[config.mk]
export PLATFORM = sky130hd
export DESIGN_NAME = ras_stack
export DESIGN_NICKNAME = d
export VERILOG_FILES = /design/src/rtl/ras_stack.sv
export SDC_FILE = /design/constraint.sdc
export NUM_CORES = 1
export LEC_CHECK = 0
export CAP_MARGIN = 10
export CELL_PAD_IN_SITES_DETAIL_PLACEMENT = 2
export CELL_PAD_IN_SITES_GLOBAL_PLACEMENT = 2
export CORE_UTILIZATION = 44
export DETAILED_ROUTE_END_ITERATION = 8
export GPL_TIMING_DRIVEN = 1
export PLACE_DENSITY_LB_ADDON = 0.05
export REMOVE_ABC_BUFFERS = 1
export SETUP_SLACK_MARGIN = 0.3
export SKIP_CTS_REPAIR_TIMING = 1
export SLEW_MARGIN = 20
export SYNTH_ARGS = -nofsm -noshare
export SYNTH_HDL_FRONTEND = slang
export SYNTH_SLANG_ARGS = --single-unit
export TNS_END_PERCENT = 30
[constraint.sdc]
create_clock -name CLK -period 3.17 [get_ports CLK]
set_clock_uncertainty 0.1 [all_clocks]
set_input_delay 0.634 -clock CLK [delete_from_list [all_inputs] [get_ports CLK]]
set_output_delay 0.634 -clock CLK [all_outputs]
set_load 0.02 [all_outputs]
[src/rtl/ras_stack.sv]
// Return address stack for the fetch-stage predictor: push on predicted call, pop on
// predicted return, pointer/count restore from a mispredict checkpoint.
module ras_stack #(
  parameter int unsigned RAS_ENTRIES      = 8,
  parameter int unsigned RAS_TARGET_WIDTH = 31,
  parameter int unsigned LOG_RAS_ENTRIES  = $clog2(RAS_ENTRIES)
) (
  input  logic                        CLK,
  input  logic                        nRST,
  input  logic                        push_valid,
  input  logic [RAS_TARGET_WIDTH-1:0] push_target,
  input  logic                        pop_valid,
  output logic [RAS_TARGET_WIDTH-1:0] ras_target_out,
  output logic                        ras_empty_out,
  output logic [LOG_RAS_ENTRIES-1:0]  ras_index_out,
  output logic [LOG_RAS_ENTRIES:0]    ras_count_out,
  input  logic                        restore_valid,
  input  logic [LOG_RAS_ENTRIES-1:0]  restore_index,
  input  logic [LOG_RAS_ENTRIES:0]    restore_count
);

  localparam int unsigned PW = LOG_RAS_ENTRIES;
  localparam int unsigned CW = LOG_RAS_ENTRIES + 1;
  localparam logic [CW-1:0] CountFull = CW'(RAS_ENTRIES);

  logic [RAS_TARGET_WIDTH-1:0] stack_q [RAS_ENTRIES];
  logic [PW-1:0]               ptr_q, ptr_d;
  logic [CW-1:0]               count_q, count_d;
  logic                        wr_en;
  logic [PW-1:0]               wr_addr;

  always_comb begin
    ptr_d   = ptr_q;
    count_d = count_q;
    wr_en   = 1'b0;
    wr_addr = ptr_q;
    if (restore_valid) begin
      // Stack contents stay as-is; entries clobbered after the checkpoint are lost.
      ptr_d   = restore_index;
      count_d = restore_count;
    end else if (push_valid && pop_valid) begin
      wr_en = 1'b1;
      if (count_q == '0) begin
        count_d = CW'(1);
      end
    end else if (push_valid) begin
      ptr_d   = ptr_q + PW'(1);
      wr_en   = 1'b1;
      wr_addr = ptr_q + PW'(1);
      if (count_q != CountFull) begin
        count_d = count_q + CW'(1);
      end
    end else if (pop_valid) begin
      // Pointer moves even when empty; count alone tracks validity.
      ptr_d = ptr_q - PW'(1);
      if (count_q != '0) begin
        count_d = count_q - CW'(1);
      end
    end
  end

  always_ff @(posedge CLK or negedge nRST) begin
    if (!nRST) begin
      ptr_q   <= '0;
      count_q <= '0;
    end else begin
      ptr_q   <= ptr_d;
      count_q <= count_d;
    end
  end

  always_ff @(posedge CLK or negedge nRST) begin
    if (!nRST) begin
      for (int i = 0; i < RAS_ENTRIES; i++) begin
        stack_q[i] <= '0;
      end
    end else if (wr_en) begin
      stack_q[wr_addr] <= push_target;
    end
  end

  assign ras_target_out = stack_q[ptr_q];
  assign ras_empty_out  = (count_q == '0);
  assign ras_index_out  = ptr_q;
  assign ras_count_out  = count_q;

  restore_count_legal: assert property (@(posedge CLK) disable iff (!nRST)
    restore_valid |-> (restore_count <= CountFull));

endmodule
==> metrics.txt <==
outcome finished, violations left; failing checks design-rule violations; Slew HR 49.9%; CTS sink count 255; Synth area leader dfrtp_1; worst r2r src ras_index_out[0]; critical path class register to output port; largest net degree at the start of global routing 92; GRT Total Usage 24.2%; worst reg2reg setup slack 0.20 ns; Via density 5.72; Synth Instances 721; post-DP HPWL 19300 um; CP max FO 16; fin crit share 98.3%; average size of a mapped cell 16.3 sq um; max incr delay on CP 0.51 ns; top-area cell type share of the netlist area 54.3%; most common cell in the netlist mux2_2; r2r worst-path depth 8; count of cell types in the netlist 41; VDD IR max 0.528 mV; most frequent cells after synthesis mux2_2 (267), dfrtp_1 (255), mux4_2 (62); crit path DAT 2.38 ns; Req. time, crit path 2.44 ns; leakage power 6.50 nW; share of layout cells above drive strength 1 54.8%; #FFs+latches synth 255; Worst-path clk slew 0.06 ns; number of flops mapped to enable cells by yosys 0; Async S/R FF share, synth 100%; M2 GR Usage 42.8%; fmax 321 MHz; initial antenna violation count 0; GRT met1 Usage 31.3%; drt first pass iters 6; root buffer cell clkbuf_16; CTS HTree Levels 1; Worst setup SP type register; top post-synthesis cells by area dfrtp_1 (54%), mux2_2 (26%), mux4_2 (12%); CTS tree done; Die H 165 um; vias in the first global route 8142; critical path's slowest cell dfrtp_4; Pwr Total 14.0 mW; HP Class input port to asynchronous set/reset pin; Num CTS Buffers 29; final net count 903; DR DRC count 20; Max Slew Vio Count 0; warnings from Yosys 0; first-pass GRT wire length 49300 um; power per standard cell area 954 mW/mm^2; layer carrying the most global-route usage met2; 1st-iter DRT viols 330; Seq/Total Area, Yosys 54.3%; io pins 82; MaxCap Viol Count 0; routed len/inst 26.7 um; Reg2Reg Capture Point stack_q[47]; die area 0.0274 sq mm; clock latency on the worst-skew pair 0.54 ns; synthesis-to-layout area growth 24.8%; endpoint class of the critical path output port; WL final 32500 um; Die Wd 165 um; cell area after layout 0.0147 sq mm; final worst path period need 3.12 ns; setup tns final 0 ns; Final Hold Fails 0; mapped cell area 0.0117 sq mm; RSZ-0062 raised after global routing yes; Final Wtd Congestion 0.775; Worst Tran Pin Value 0.752 ns; Port Buffer Count 81; initial core utilization 44.9%; Setup Viol. Count Final 0; ys flop type dfrtp_1; Rows 59; DR vias 6945; core box area 0.0261 sq mm; hold_ws 0.00781 ns; met3 Use GR 3.60%; crit-path cells buf_12 -> buf_4 -> mux4_2 -> mux2_2 -> dlymetal6s2s_1; antenna-violating nets left 0; Bufs on Longest Clock Path 3; GRT Residual Overflow 0; Cell Area, Placed 0.0133 sq mm
[worst max-delay path: cells and delay by family (launching register included)]
family   cells  cell delay, ns
buf+inv      3            0.53
flops        1            0.51
mux          2            0.78
[cell families after synthesis]
family          Yosys count  share of synthesized area (%)
buf+inv                  54                           2.51
fa+ha+maj                 5                          0.597
flops                   255                           54.3
mux                     348                           39.3
simple gates             30                           1.31
compound gates           24                           1.49
xor+xnor                  5                          0.437
[cell type report]
cell class                 count  area [sq um]
sequential                   255          6390
tap                          335           419
multi-input combinational    412          5150
clock inverter                11           111
fill                        2266         11500
clock buffer                  43           868
timing repair buffer         150          1690
inverter                       7          26.3
antenna                        1          2.50
[sequential cells by signal (all words and copies together) (netlist names)]
signal and count:
ras_count_out 4, ras_index_out 3, stack_q 248
[power breakdown]
| part | internal (mW) | total [mW] | switching (mW) | leakage, nW |
|---|---|---|---|---|
| clock network | 2.05 | 3.38 | 1.33 | 0.488 |
| registers | 4.87 | 5.87 | 0.999 | 3.12 |
| logic | 2.92 | 4.74 | 1.82 | 2.89 |
[stage by stage]
stage / worst slack (ns) / util, % / cells
after floorplan: -2.53 / - / 674
after global placement: 0.138 / 50.8 / 1129
after detailed placement: 0.0369 / 50.8 / 1129
after CTS: -0.408 / 54.6 / 1183
after global routing: -0.0150 / 56.1 / 1213
final: 0.0539 / 56.1 / 1214
[cells in the final DEF, fill, tap and decap left out, types with 7 or more instances in the layout]
cell type        netlist  final
mux2_2               267    257
dfrtp_1              255    252
mux4_2                62     62
clkdlybuf4s50_1        0     49
buf_4                  5     43
clkbuf_16              0     31
buf_12                 0     20
dlymetal6s2s_1         1     17
buf_6                  0     14
mux2_4                 2     12
mux2_1                12     12
clkbuf_8               3      9
nand2_1               11      7
inv_1                  7      7
clkinv_2               0      7
[metal layers]
metal | wire [um] | up-vias
met5 | 0 | -
met4 | 598 | 0
met3 | 1240 | 48
met2 | 17000 | 132
met1 | 13700 | 3781
li1 | - | 2984
[how the worst max path moves through the flow]
stage / from / to / depth (start not counted)
floorplan: ras_index_out[0] / stack_q[217] / 5
global placement: pop_valid / stack_q[162] / 6
detailed placement: pop_valid / stack_q[175] / 6
CTS: ras_index_out[0] / ras_target_out[20] / 4
global route: ras_index_out[0] / ras_target_out[25] / 5
finish: ras_index_out[0] / ras_target_out[25] / 5
Power figures use the tool's default switching activity.
